==> config.mk <==
export PLATFORM = sky130hd
export DESIGN_NAME = imem_loader
export DESIGN_NICKNAME = d
export VERILOG_FILES = /design/src/rtl/imem_loader.sv
export SDC_FILE = /design/constraint.sdc
export NUM_CORES = 1
export LEC_CHECK = 0
export ABC_CLOCK_PERIOD_IN_PS = 2800
export CORE_AREA = 2 2 129 131
export CTS_CLUSTER_SIZE = 20
export DETAILED_ROUTE_END_ITERATION = 16
export DIE_AREA = 0 0 131 133
export GPL_TIMING_DRIVEN = 0
export SYNTH_ARGS = -nofsm -noshare
export SYNTH_HDL_FRONTEND = slang
export SYNTH_SLANG_ARGS = --single-unit
==> constraint.sdc <==
create_clock -name clk -period 2.8 [get_ports clk]
set_clock_uncertainty 0.15 [all_clocks]
set_input_delay 0.84 -clock clk [delete_from_list [all_inputs] [get_ports clk]]
set_output_delay 0.84 -clock clk [all_outputs]
set_load 0.05 [all_outputs]
==> src/rtl/imem_loader.sv <==
// Instruction-memory loader: receives a length-prefixed little-endian byte stream and writes it as
// 32-bit words to consecutive addresses. The core is held in reset until the load completes.
module imem_loader #(
    parameter int ADDR_WIDTH = 8,
    parameter int MAX_WORDS  = 256
) (
    input  logic                  clk,
    input  logic                  reset,
    input  logic                  start,
    input  logic                  byte_valid,
    input  logic [7:0]            byte_data,
    output logic                  byte_ready,
    output logic                  mem_we,
    output logic [ADDR_WIDTH-1:0] mem_addr,
    output logic [31:0]           mem_wdata,
    output logic                  core_hold,
    output logic                  busy,
    output logic                  done,
    output logic                  error,
    output logic [15:0]           words_loaded
);

    typedef enum logic [2:0] {
        IDLE,
        HDR0,
        HDR1,
        DATA,
        WRITE,
        DONE,
        ERR
    } loaderState;

    localparam logic [15:0] MaxWords = 16'(MAX_WORDS);

    loaderState            state;
    logic [15:0]           wordCount;
    logic [ADDR_WIDTH-1:0] wordIndex;
    logic [1:0]            lane;
    logic [23:0]           shiftReg;

    logic        transfer;
    logic [15:0] headerLen;
    logic [15:0] nextLoaded;

    assign transfer   = byte_valid & byte_ready;
    assign headerLen  = {byte_data, wordCount[7:0]};
    assign nextLoaded = words_loaded + 16'd1;

    // NOTE: every output is a register, so each transition also loads the outputs the target state presents.
    always_ff @(posedge clk) begin
        if (!reset) begin
            // NOTE: non-blocking assignments so every register samples pre-edge values.
            state        <= IDLE;
            byte_ready   <= 1'b0;
            mem_we       <= 1'b0;
            mem_addr     <= '0;
            mem_wdata    <= '0;
            core_hold    <= 1'b1;
            busy         <= 1'b0;
            done         <= 1'b0;
            error        <= 1'b0;
            words_loaded <= '0;
            wordCount    <= '0;
            wordIndex    <= '0;
            lane         <= '0;
            shiftReg     <= '0;
        end else begin
            case (state)
                IDLE, DONE, ERR: begin
                    if (start) begin
                        state        <= HDR0;
                        byte_ready   <= 1'b1;
                        busy         <= 1'b1;
                        core_hold    <= 1'b1;
                        done         <= 1'b0;
                        error        <= 1'b0;
                        words_loaded <= '0;
                        wordIndex    <= '0;
                    end
                end

                HDR0: begin
                    if (transfer) begin
                        wordCount[7:0] <= byte_data;
                        state          <= HDR1;
                    end
                end

                HDR1: begin
                    if (transfer) begin
                        wordCount <= headerLen;
                        if (headerLen == 16'd0) begin
                            state      <= DONE;
                            byte_ready <= 1'b0;
                            busy       <= 1'b0;
                            done       <= 1'b1;
                            core_hold  <= 1'b0;
                        end else if (headerLen > MaxWords) begin
                            state      <= ERR;
                            byte_ready <= 1'b0;
                            busy       <= 1'b0;
                            error      <= 1'b1;
                        end else begin
                            state <= DATA;
                            lane  <= '0;
                        end
                    end
                end

                DATA: begin
                    if (transfer) begin
                        case (lane)
                            2'd0: shiftReg[7:0]   <= byte_data;
                            2'd1: shiftReg[15:8]  <= byte_data;
                            2'd2: shiftReg[23:16] <= byte_data;
                            default: begin
                                state      <= WRITE;
                                byte_ready <= 1'b0;
                                mem_we     <= 1'b1;
                                mem_addr   <= wordIndex;
                                mem_wdata  <= {byte_data, shiftReg};
                            end
                        endcase
                        lane <= lane + 2'd1;
                    end
                end

                WRITE: begin
                    mem_we       <= 1'b0;
                    wordIndex    <= wordIndex + ADDR_WIDTH'(1);
                    words_loaded <= nextLoaded;
                    lane         <= '0;
                    if (nextLoaded == wordCount) begin
                        state     <= DONE;
                        busy      <= 1'b0;
                        done      <= 1'b1;
                        core_hold <= 1'b0;
                    end else begin
                        state      <= DATA;
                        byte_ready <= 1'b1;
                    end
                end

                default: begin
                    state      <= IDLE;
                    byte_ready <= 1'b0;
                    mem_we     <= 1'b0;
                    busy       <= 1'b0;
                end
            endcase
        end
    end

endmodule

==> impl_results.md, run 1 <==
* Synthesized area at 5525 um2
* Largest delay contributor family on the critical path: buffers and inverters
* H-tree depth at 4
* Num Clock Sinks at 115
* Crit-path cells: clkdlybuf4s50_1
* Yosys warns at 0
* Most common cell after layout, fill and taps aside: nand2_1
* Drt pass-1 iters at 8
* Syn_nets at between 600 and 700
* Initial Utilization at between 30% and 40%
* Clock group share of total power at 46.3%
* Max stage delay cell, worst path: clkdlybuf4s50_1
* Die area at 17420 um2
* # diodes at 0
* CTS tree: yes
* Final instance area at 7206 um2
* CP Class: reg2out
* WP buf/inv at 1
* Min Tclk post-route at 2.715 ns
* # DRC at 0
* Global Route met3 Usage at 3.437%
* DRT Wirelength at 15.68 mm
* Worst EP required at around 1.8 ns
* Ys async rst share at 0%
* Global routing's busiest layer: met2
* Final hold vios at 0
* Number of synthesized flops with an enable pin at 0
* Sequential area share after synthesis at between 40% and 50%
* Number of port buffers at 73
* Fin nets at 792
* Setup TNS at 0 ns
* Routability cong. at 0.8973
* Initial antenna violation count at 0
* Final period utilization at 96.96%
* Dpl ws at -0.4501 ns
* Slew @ Worst Pin at about 0.99 ns
* Dpl cell area at 6534 um2
* CTS Hold Buffers Added at 0
* Root buf cell: clkbuf_16
* Share of post-route cells with drive strength above 1 at 9.172%
* CTS Buf Count at 17
* Wire per inst at 15.61 um
* Sequential power share at 38.5%
* I/O pins at 74
* Worst Setup Start Kind: flop
* M1 GR Usage at 26.17%
* Worst skew pair latency at approximately 0.42 ns
* Post-DP HPWL at 11.17 mm
* Main flop type after synthesis: dfxtp_1
* Power Internal at 3215 uW
* Peak Freq at roughly 0.37 GHz
* DR vias at 5100
* Synth top area cells: dfxtp_1 (42%), nand2_1 (11%), a21boi_0 (10%)
* Sw Pwr at 1224 uW
* Die height at between 100 and 150 um
* Synth Area per Inst at 8.125 um2
* Chip Width at 131 um
* Max Root-Sink Buffers at 2
* Number of max-cap violations at 0
* First-pass GRT wire length at 24.92 mm
* Cell accounting for the most synthesized area: dfxtp_1
* Met2 GRT Util at 28.01%
* Area of the core at approximately 16000 um2
* Commonest non-fill, non-tap cells in the layout: nand2_1 (155), dfxtp_1 (113), a21boi_0 (77)
* Power Density at about 620 nW/um2
* Slew Limit Headroom at between 30% and 40%
* Antenna-violating nets left at 0
* Max-slew violations at 0
* Worst VDD drop at 0.0004651 V
* Worst Hold Class: reg2reg
* Arr. time, crit path at ~1.7 ns
* Initial drt markers at between 200 and 300
* Setup slack after layout at 0.08511 ns
* Final setup violation count at 0
* Leak at 0.002428 uW
* Status: finished clean
* Crit. End Element: primary output
* Sw frac at between 20% and 30%
* Reg clk slew, reported paths at approximately 0.050 ns
* Grt ovf at 0
* Crit-path max FO at 7
* Seq cells post-synth at 115
* Rows at 47
* Synth top area share at 41.67%
* Post-Syn Instances at 680
* Logic gate share of total power at 15.1%
* Post-synthesis cell type count at 60
* Max incr delay on CP at roughly 0.86 ns
* Pin count of the biggest net entering global routing at 19
* Vias/cell at a little over 5
* Number of global-route vias before repair at 4705
* Layout area overhead at 30.41%
* All-Layer GR Usage at 18.66%
-- area by class of cell --
cell class              instances  area, um2
multi-input cells             509       3057
clock buffers                  20      446.7
flip-flops and latches        115       2307
well taps                     220      275.3
clock inverters                10      111.4
inverters                       9      33.78
fillers                      1588       8966
plain buffers                  46      211.5
repair buffers                 76      763.2
-- tightest hold or removal path, cell delays in order, from the launching register on --
cell and delay (ns):
dfxtp_1 0.30, nand2_1 0.04, a21boi_0 0.06
-- what timing repair did --
item | CTS | global route
endpoints found under the setup margin | 6 | 41
setup buffers | 2 | 1
pin swaps | 1 | 4
gates resized for setup | 2 | 27
-- cell families after synthesis --
logic type / count (synthesis) / synth area share [%]
muxes: 10 / 1.902
xor gates and xnor gates: 23 / 3.646
adders and majority gates: 7 / 1.540
and+or+nand+nor: 314 / 27.22
buffers and inverters: 56 / 4.393
AOI/OAI and AO/OA: 155 / 19.63
DFF: 115 / 41.67
-- flip-flops by register name, indices dropped and copies added, names as in the netlist --
register and flops:
words_loaded 16, wordCount 16, lane 2, busy 1, mem_addr 8, mem_we 1, core_hold 1, error 1
wordIndex 8, state 3, done 1, shiftReg 24, mem_wdata 32, byte_ready 1
-- routing by layer --
metal	part of all wire (%)	routed length, um
met1	49	7640
met2	44	6962
met3	4.6	718
met4	2.3	362
met5	0	0
-- worst paths after layout --
check | slack, ns | cells after the start | end | startpoint
worst max-delay path | 0.09 | 1 | words_loaded[12] | words_loaded[12]$_SDFFE_PN0P_
worst min-delay path | 0.31 | 2 | mem_addr[7]$_SDFFE_PN0P_ | mem_addr[7]$_SDFFE_PN0P_
worst max register to register | 0.11 | 10 | state[1]$_SDFFE_PN0P_ | words_loaded[1]$_SDFFE_PN0P_
worst min register to register | 0.31 | 2 | mem_addr[7]$_SDFFE_PN0P_ | mem_addr[7]$_SDFFE_PN0P_
-- cell usage after synthesis, drive strengths merged, types with 2 or more instances --
cell,count
and4,2
a31oi,5
buf,13
xnor2,11
nor2b,27
nand2b,4
o21a,2
a311oi,2
nand2,156
o21ai,28
nor3b,2
o211ai,2
nand3,45
clkbuf,34
nand4,9
o22ai,2
nor4,13
o2111ai,2
a2111o,2
nor2,20
o311ai,2
a22oi,3
a21boi,77
dfxtp,115
xor2,12
and3,3
a21oi,20
nor3,17
nand3b,2
and2,6
or2,4
o21bai,2
mux2i,9
ha,6
inv,9
-- power by group through the flow --
stage / registers (uW) / clock network, uW / logic (uW)
2_1_floorplan: 1790 / 0 / 400
3_3_place_gp: 1740 / 0 / 656
3_5_place_dp: 1740 / 0 / 655
4_1_cts: 1710 / 2090 / 656
5_1_grt: 1710 / 2160 / 732
6_report: 1710 / 2060 / 671
-- stage by stage --
step | hold WS, ns | power [uW] | cells | util [%]
final | 0.3108 | 4440 | 1005 | 44.56
after global routing | 0.3262 | 4607 | 1005 | 44.56
after CTS | 0.3133 | 4458 | 1004 | 44.00
after detailed placement | 0.3075 | 2400 | 973 | 40.40
after global placement | 0.3011 | 2400 | 973 | 40.40
after floorplan | 0.2912 | 2190 | 680 | -
Power figures use the tool's default switching activity.
==> run 2: changes to the inputs <==
--- a/config.mk
+++ b/config.mk
@@ -13,2 +13,3 @@
 export GPL_TIMING_DRIVEN = 0
+export SLEW_MARGIN = 10
 export SYNTH_ARGS = -nofsm -noshare
--- a/constraint.sdc
+++ b/constraint.sdc
@@ -4,2 +4,2 @@
 set_output_delay 0.84 -clock clk [all_outputs]
-set_load 0.05 [all_outputs]
+set_load 0.1 [all_outputs]
==> run 2 against run 1 <==
  * Clock-buffer cell count down 1
  * Register-to-register slack improved by 0.05 ns
  * Largest power group unchanged
  * Non-clock buffer count down 1
  * Fmax decreased by 0.27%
  * Cell count barely moved
  * Wire length up 1.2%
  * Die area stayed put
==> impl_results.md, run 2 (synthesis gave the netlist of run 1 again) <==
* Multi-input logic area at 3050 um2 (was 3057 um2)
* RSZ-0062 raised after global routing: false
* Max incr delay on CP at 0.86 ns (about the same)
* CP Class: reg2out (unchanged)
* First-pass GRT wire length at 25.54 mm (was 24.92 mm)
* Die area at 17420 um2 (unchanged)
* Max stage delay cell, worst path: clkdlybuf4s15_1 (was clkdlybuf4s50_1)
* Grt ovf at 0 (unchanged)
* Setup TNS at 0 ns (unchanged)
* Worst Setup Start Kind: flop (unchanged)
* Peak Freq at 0.3673 GHz (was 0.3683 GHz)
* Sw frac at 27.99% (was 27.57%)
* Clock group share of total power at 47.9% (was 46.3%)
* Max Root-Sink Buffers at 2 (unchanged)
* Leak at 0.002734 uW (was 0.002428 uW)
* CTS tree: yes (unchanged)
* Status: finished clean (unchanged)
* Post-DP HPWL at 11.12 mm (was 11.17 mm)
* Final period utilization at 97.22% (was 96.96%)
* Antenna-violating nets left at 0 (unchanged)
* Sequential power share at 36.7% (was 38.5%)
* Slew Limit Headroom at 30.68% (was 33.58%)
* Drt pass-1 iters at 5 (was 8)
* Power Density at 650.3 nW/um2 (was 616.1 nW/um2)
* Initial Utilization at 34.17% (unchanged)
* DR vias at 5057 (was 5100)
* CTS Hold Buffers Added at 0 (unchanged)
* Biggest regs: mem_wdata: 32 flops, shiftReg: 24 flops (unchanged)
* Root buf cell: clkbuf_16 (unchanged)
* Number of port buffers at 73 (unchanged)
* Fillers at 1616 (was 1588)
* Crit-path max FO at 7 (unchanged)
* Max-slew violations at 0 (unchanged)
* All-Layer GR Usage at 19.06% (was 18.66%)
* Initial drt markers at 416 (was 278)
* Num Clock Sinks at 115 (unchanged)
* Rows at 47 (unchanged)
* Routability cong. at 0.8734 (was 0.8973)
* Area of the core at 16170 um2 (unchanged)
* Pin count of the biggest net entering global routing at 19 (unchanged)
* Largest delay contributor family on the critical path: buffers and inverters (unchanged)
* Worst Hold Class: reg2reg (unchanged)
* Number of global-route vias before repair at 4801 (was 4705)
* Min Tclk post-route at 2.722 ns (was 2.715 ns)
* Slew @ Worst Pin at 1.032 ns (was 0.9887 ns)
* I/O pins at 74 (unchanged)
* Max reg flops at 32 (unchanged)
* DRT Wirelength at 15.88 mm (was 15.68 mm)
* Worst EP required at 1.81 ns (about the same)
* Wire per inst at 15.81 um (was 15.61 um)
* Final hold vios at 0 (unchanged)
* Dpl ws at -0.4571 ns (was -0.4501 ns)
* Setup slack after layout at 0.07771 ns (was 0.08511 ns)
* Vias/cell at 5.037 (was 5.075)
* Chip Width at 131 um (unchanged)
* Hold WS at 0.3085 ns (was 0.3108 ns)
* Power Internal at 3358 uW (was 3215 uW)
* Crit. End Element: primary output (unchanged)
* Logic gate share of total power at 15.4% (was 15.1%)
* Final setup violation count at 0 (unchanged)
* CTS Buf Count at 17 (unchanged)
* Initial antenna violation count at 0 (unchanged)
* H-tree depth at 4 (unchanged)
* Sw Pwr at 1305 uW (was 1224 uW)
* Layout area overhead at 29.78% (was 30.41%)
* Number of max-cap violations at 0 (unchanged)
* Commonest non-fill, non-tap cells in the layout: nand2_1 (155), dfxtp_1 (103), a21boi_0 (77) (was nand2_1 (155), dfxtp_1 (113), a21boi_0 (77))
* Most common cell after layout, fill and taps aside: nand2_1 (unchanged)
* Largest Register: mem_wdata (unchanged)
* Worst skew pair latency at 0.41 ns (was 0.42 ns)
* Share of post-route cells with drive strength above 1 at 10.46% (was 9.172%)
* Crit-path cells: clkdlybuf4s15_1 (was clkdlybuf4s50_1)
* Fin nets at 791 (was 792)
* # DRC at 0 (unchanged)
* Sequential cell area at 2322 um2 (was 2307 um2)
* WP buf/inv at 1 (unchanged)
* Worst VDD drop at 0.0004434 V (was 0.0004651 V)
* # diodes at 0 (unchanged)
* Die height at 133 um (unchanged)
* Reg clk slew, reported paths at 0.05 ns (about the same)
* Arr. time, crit path at 1.73 ns (was 1.72 ns)
## run 2: cell count changes in the layout (fill, tap and decap cells not counted), moves of 2 or more
cell	delta
bufinv_16	+2
clkdlybuf4s15_1	+2
clkdlybuf4s50_1	-62
clkinvlp_4	-3
dfxtp_1	-10
dfxtp_2	+9
dlygate4sd2_1	+60
## run 2: path summary, 6_finish.rpt
| kind | startpoint | to | slack (ns) | cells after the start |
|---|---|---|---|---|
| max reg2reg | words_loaded[0]$_SDFFE_PN0P_ | state[1]$_SDFFE_PN0P_ | 0.16 | 9 |
| min | shiftReg[16]$_SDFFE_PN0P_ | mem_wdata[16]$_SDFFE_PN0P_ | 0.31 | 2 |
| min reg2reg | shiftReg[16]$_SDFFE_PN0P_ | mem_wdata[16]$_SDFFE_PN0P_ | 0.31 | 2 |
| max | words_loaded[12]$_SDFFE_PN0P_ | words_loaded[12] | 0.08 | 1 |
## run 2: area by class of cell
class / instances / area share [%]
plain buffers: 46 / 2.966
clock buffers: 19 / 6.037
clock inverters: 11 / 2.268
inverters: 9 / 0.4711
multi-input cells: 509 / 42.54
flip-flops and latches: 115 / 32.39
well taps: 220 / 3.839
repair buffers: 75 / 9.492
## run 2: power by group through the flow
stage	Combinational (uW)	Sequential, uW	Clock (uW)
after floorplan	400	1850	0
after global placement	714	1740	0
after detailed placement	715	1740	0
after CTS	710	1710	2260
after global routing	787	1710	2340
final	719	1710	2230
## run 2: layer usage
layer  global-route usage, %  routed length, um  vias up  part of all wire (%)
met3                   3.963                696       24                   4.4
li1                        -                  -     2554                     -
met2                   29.22               7202      135                    45
met5                       0                  0        -                     0
met4                   7.210                323        0                   2.0
met1                   26.24               7654     2344                    48
## run 2: metrics by stage
| step | cell area (um2) | util (%) | total power (uW) | std cells |
|---|---|---|---|---|
| 2_1_floorplan | 5545 | - | 2248 | 680 |
| 3_3_place_gp | 6551 | 40.51 | 2457 | 973 |
| 3_5_place_dp | 6551 | 40.51 | 2458 | 973 |
| 4_1_cts | 7092 | 43.85 | 4681 | 1004 |
| 5_1_grt | 7171 | 44.34 | 4845 | 1004 |
| 6_report | 7171 | 44.34 | 4663 | 1004 |
## run 2: timing repair
| item | 4_1_cts | 5_1_grt |
|---|---|---|
| resized for setup | 64 | 27 |
| setup buffers | 2 | 0 |
| pin swaps | 1 | 1 |
| endpoints found under the hold margin | 0 | 0 |
| endpoints found under the setup margin | 64 | 61 |
==> RTL change, RTL diff (config.mk and constraints of run 2) <==
`MAX_WORDS`: 256 -> 192.
--- a/src/rtl/imem_loader.sv
+++ b/src/rtl/imem_loader.sv
@@ -4,3 +4,3 @@
     parameter int ADDR_WIDTH = 8,
-    parameter int MAX_WORDS  = 256
+    parameter int MAX_WORDS  = 192
 ) (
Behaviour: not the same (a bounded check fails within 4 cycles, from zero or initial values and one cycle with reset low).
==> RTL change against run 2 <==
- power decreased by 0.84%
- largest power group unchanged
- maximum frequency shrank 1.1%
- die area is the same
- worst setup slack worse by 0.030 ns
- via count rose by 2.1%
- sequential cell count unchanged
- final area fell by 0.79%
- largest cell class unchanged
- routed wire length up 2.1%
- critical path type unchanged
- critical path depth stayed put
- core utilization down 0.35 points
- synthesized area grew 0.59%
- count of clock-buffer cells in the layout up 1
==> RTL change: results (changes against run 2) <==
CLK BUF -> 20 (+1)
Crit-path max FO -> 5 (-2)
Worst path slowest cell -> dlygate4sd2_1
Post-DP HPWL -> 11290 µm (+1.5%)
First-pass DRT Iterations -> 5 (unchanged)
Sequential share of the synthesized area -> 41.42% (-0.24 points)
Syn Nets -> 703 (+0.72%)
Peak supply drop -> 0.4913 mV (+11%)
Final net count -> 793 (+0.25%)
GRT Total Usage -> 19.20% (+0.14 points)
Commonest register cell after synthesis -> dfxtp_1
Vias -> 5161 (+2.1%)
Tightest Hold Check Type -> flip-flop to flip-flop
Buffers excl. clock -> 120 (-0.83%)
DP Worst Slack -> -0.3625 ns (+0.09454 ns)
Seq area share -> 32.76% (+0.38 points)
Post-synth ARST share -> 0% (unchanged)
Least-Margin Pin Slew -> 1.170 ns (+0.1384 ns)
Critical Path AT -> 1.76 ns (+0.03 ns)
ClkCell Share -> 7.932% (-0.37 points)
Distinct cells, synth -> 57 (-5.0%)
Kind of cell adding the most delay to the critical path -> buffers and inverters
Synthesized flop and latch total -> 115 (unchanged)
Share of cells above drive strength 1 -> 9.772% (-0.69 points)
Clock-pin slew on the worst setup and hold paths -> 0.06 ns
CTS buffer count -> 17 (unchanged)
Worst hold path cell count -> 2 (unchanged)
Number of global-route vias before repair -> 4776 (-0.52%)
Global-route wire length before repair -> 25600 µm (+0.22%)
Yosys warns -> 0 (unchanged)
Pin count of the biggest net entering global routing -> 17 (-2)
Slowest stage delay, CP -> 0.90 ns (+0.04 ns)
Root buf cell -> clkbuf_16
NonClk Buf Share -> 12.08% (-0.38 points)
First DRT Iteration DRCs -> 264 (-37%)
Area contributors post-synth -> dfxtp_1 41%, a21boi_0 11%, nand2_1 10%
Largest registers -> mem_wdata: 32 flops, shiftReg: 24 flops
Global placer's final weighted congestion -> 0.8690 (-0.50%)
Number of diodes -> 0 (unchanged)
Most frequent cells after synthesis -> 152 x nand2_1, 115 x dfxtp_1, 80 x a21boi_0
Multi-input gate share of total cell area -> 42.93% (+0.39 points)
Post-CTS Setup Inserts -> 1 (-1)
Port Buffer Count -> 71 (-2.7%)
CTS max path bufs -> 2 (unchanged)
Initial antenna violation count -> 0 (unchanged)
Leakage -> 0.002820 µW (+3.2%)
Outcome -> complete, no violations
Cell count of the worst reg-to-reg path -> 8 (-1)
H-tree Lvls -> 4 (unchanged)
Max-cap violation count -> 0 (unchanged)
Logic inverters -> 8 (-1)
Filler cell count -> 1668 (+3.2%)
Per-cell routed wire length -> 16.08 µm (+1.7%)
Post-CTS Resized -> 64 (unchanged)
Worst-Skew Late Latency -> 0.41 ns (about the same)
#MultiIn Comb -> 513 (+0.79%)
## RTL change: logic make-up (layout without fill, tap and decap cells)
group | Yosys count | in the layout | synth area share (%)
adder cells (fa/ha/maj) | 6 | 6 | 1.351
AO/OA/AOI/OAI | 173 | 173 | 21.79
XOR/XNOR | 20 | 20 | 3.152
buffers and inverters | 57 | 160 | 4.142
multiplexers | 10 | 10 | 1.801
flip-flops | 115 | 115 | 41.42
AND/OR/NAND/NOR | 304 | 304 | 26.34
## RTL change: worst register-to-register path, stage by stage (launching register included)
cell and delay (ns):
dfxtp_4 0.33, buf_2 0.20, inv_1 0.18, or4_4 0.59, xnor2_1 0.14, nor4_1 0.34
nand4_2 0.27, a221oi_2 0.33, nor2_1 0.06
## RTL change: through the flow
stage | setup TNS (ns) | cell area (µm²) | total power [µW] | std cells | utilization [%]
6_report | 0 | 7114 | 4624 | 1008 | 43.99
5_1_grt | -0.05120 | 7114 | 4820 | 1008 | 43.99
4_1_cts | 0 | 7072 | 4640 | 1008 | 43.73
3_5_place_dp | -17.97 | 6573 | 2593 | 976 | 40.64
3_3_place_gp | -16.42 | 6573 | 2592 | 976 | 40.64
2_1_floorplan | 0 | 5587 | 2358 | 685 | -
## RTL change: power by group
group	switching, µW	total, µW	internal, µW
registers	37.5	1720	1680
logic	609	855	246
clock network	784	2050	1260
total	1430	4620	3190
## RTL change: final timing paths
check / start / endpoint / slack, ns
worst max-delay path: words_loaded[13] / words_loaded[13] / 0.05
worst min-delay path: core_hold / core_hold / 0.31
worst max register to register: words_loaded[8] / busy / 0.10
worst min register to register: core_hold / core_hold / 0.31
## RTL change: layer usage
metal	vias up	wire length, µm	track usage, %
met1	2405	7388	25.85
met2	163	7336	28.96
met5	-	0	0
met4	0	452	8.747
met3	29	1031	4.569
li1	2564	-	-
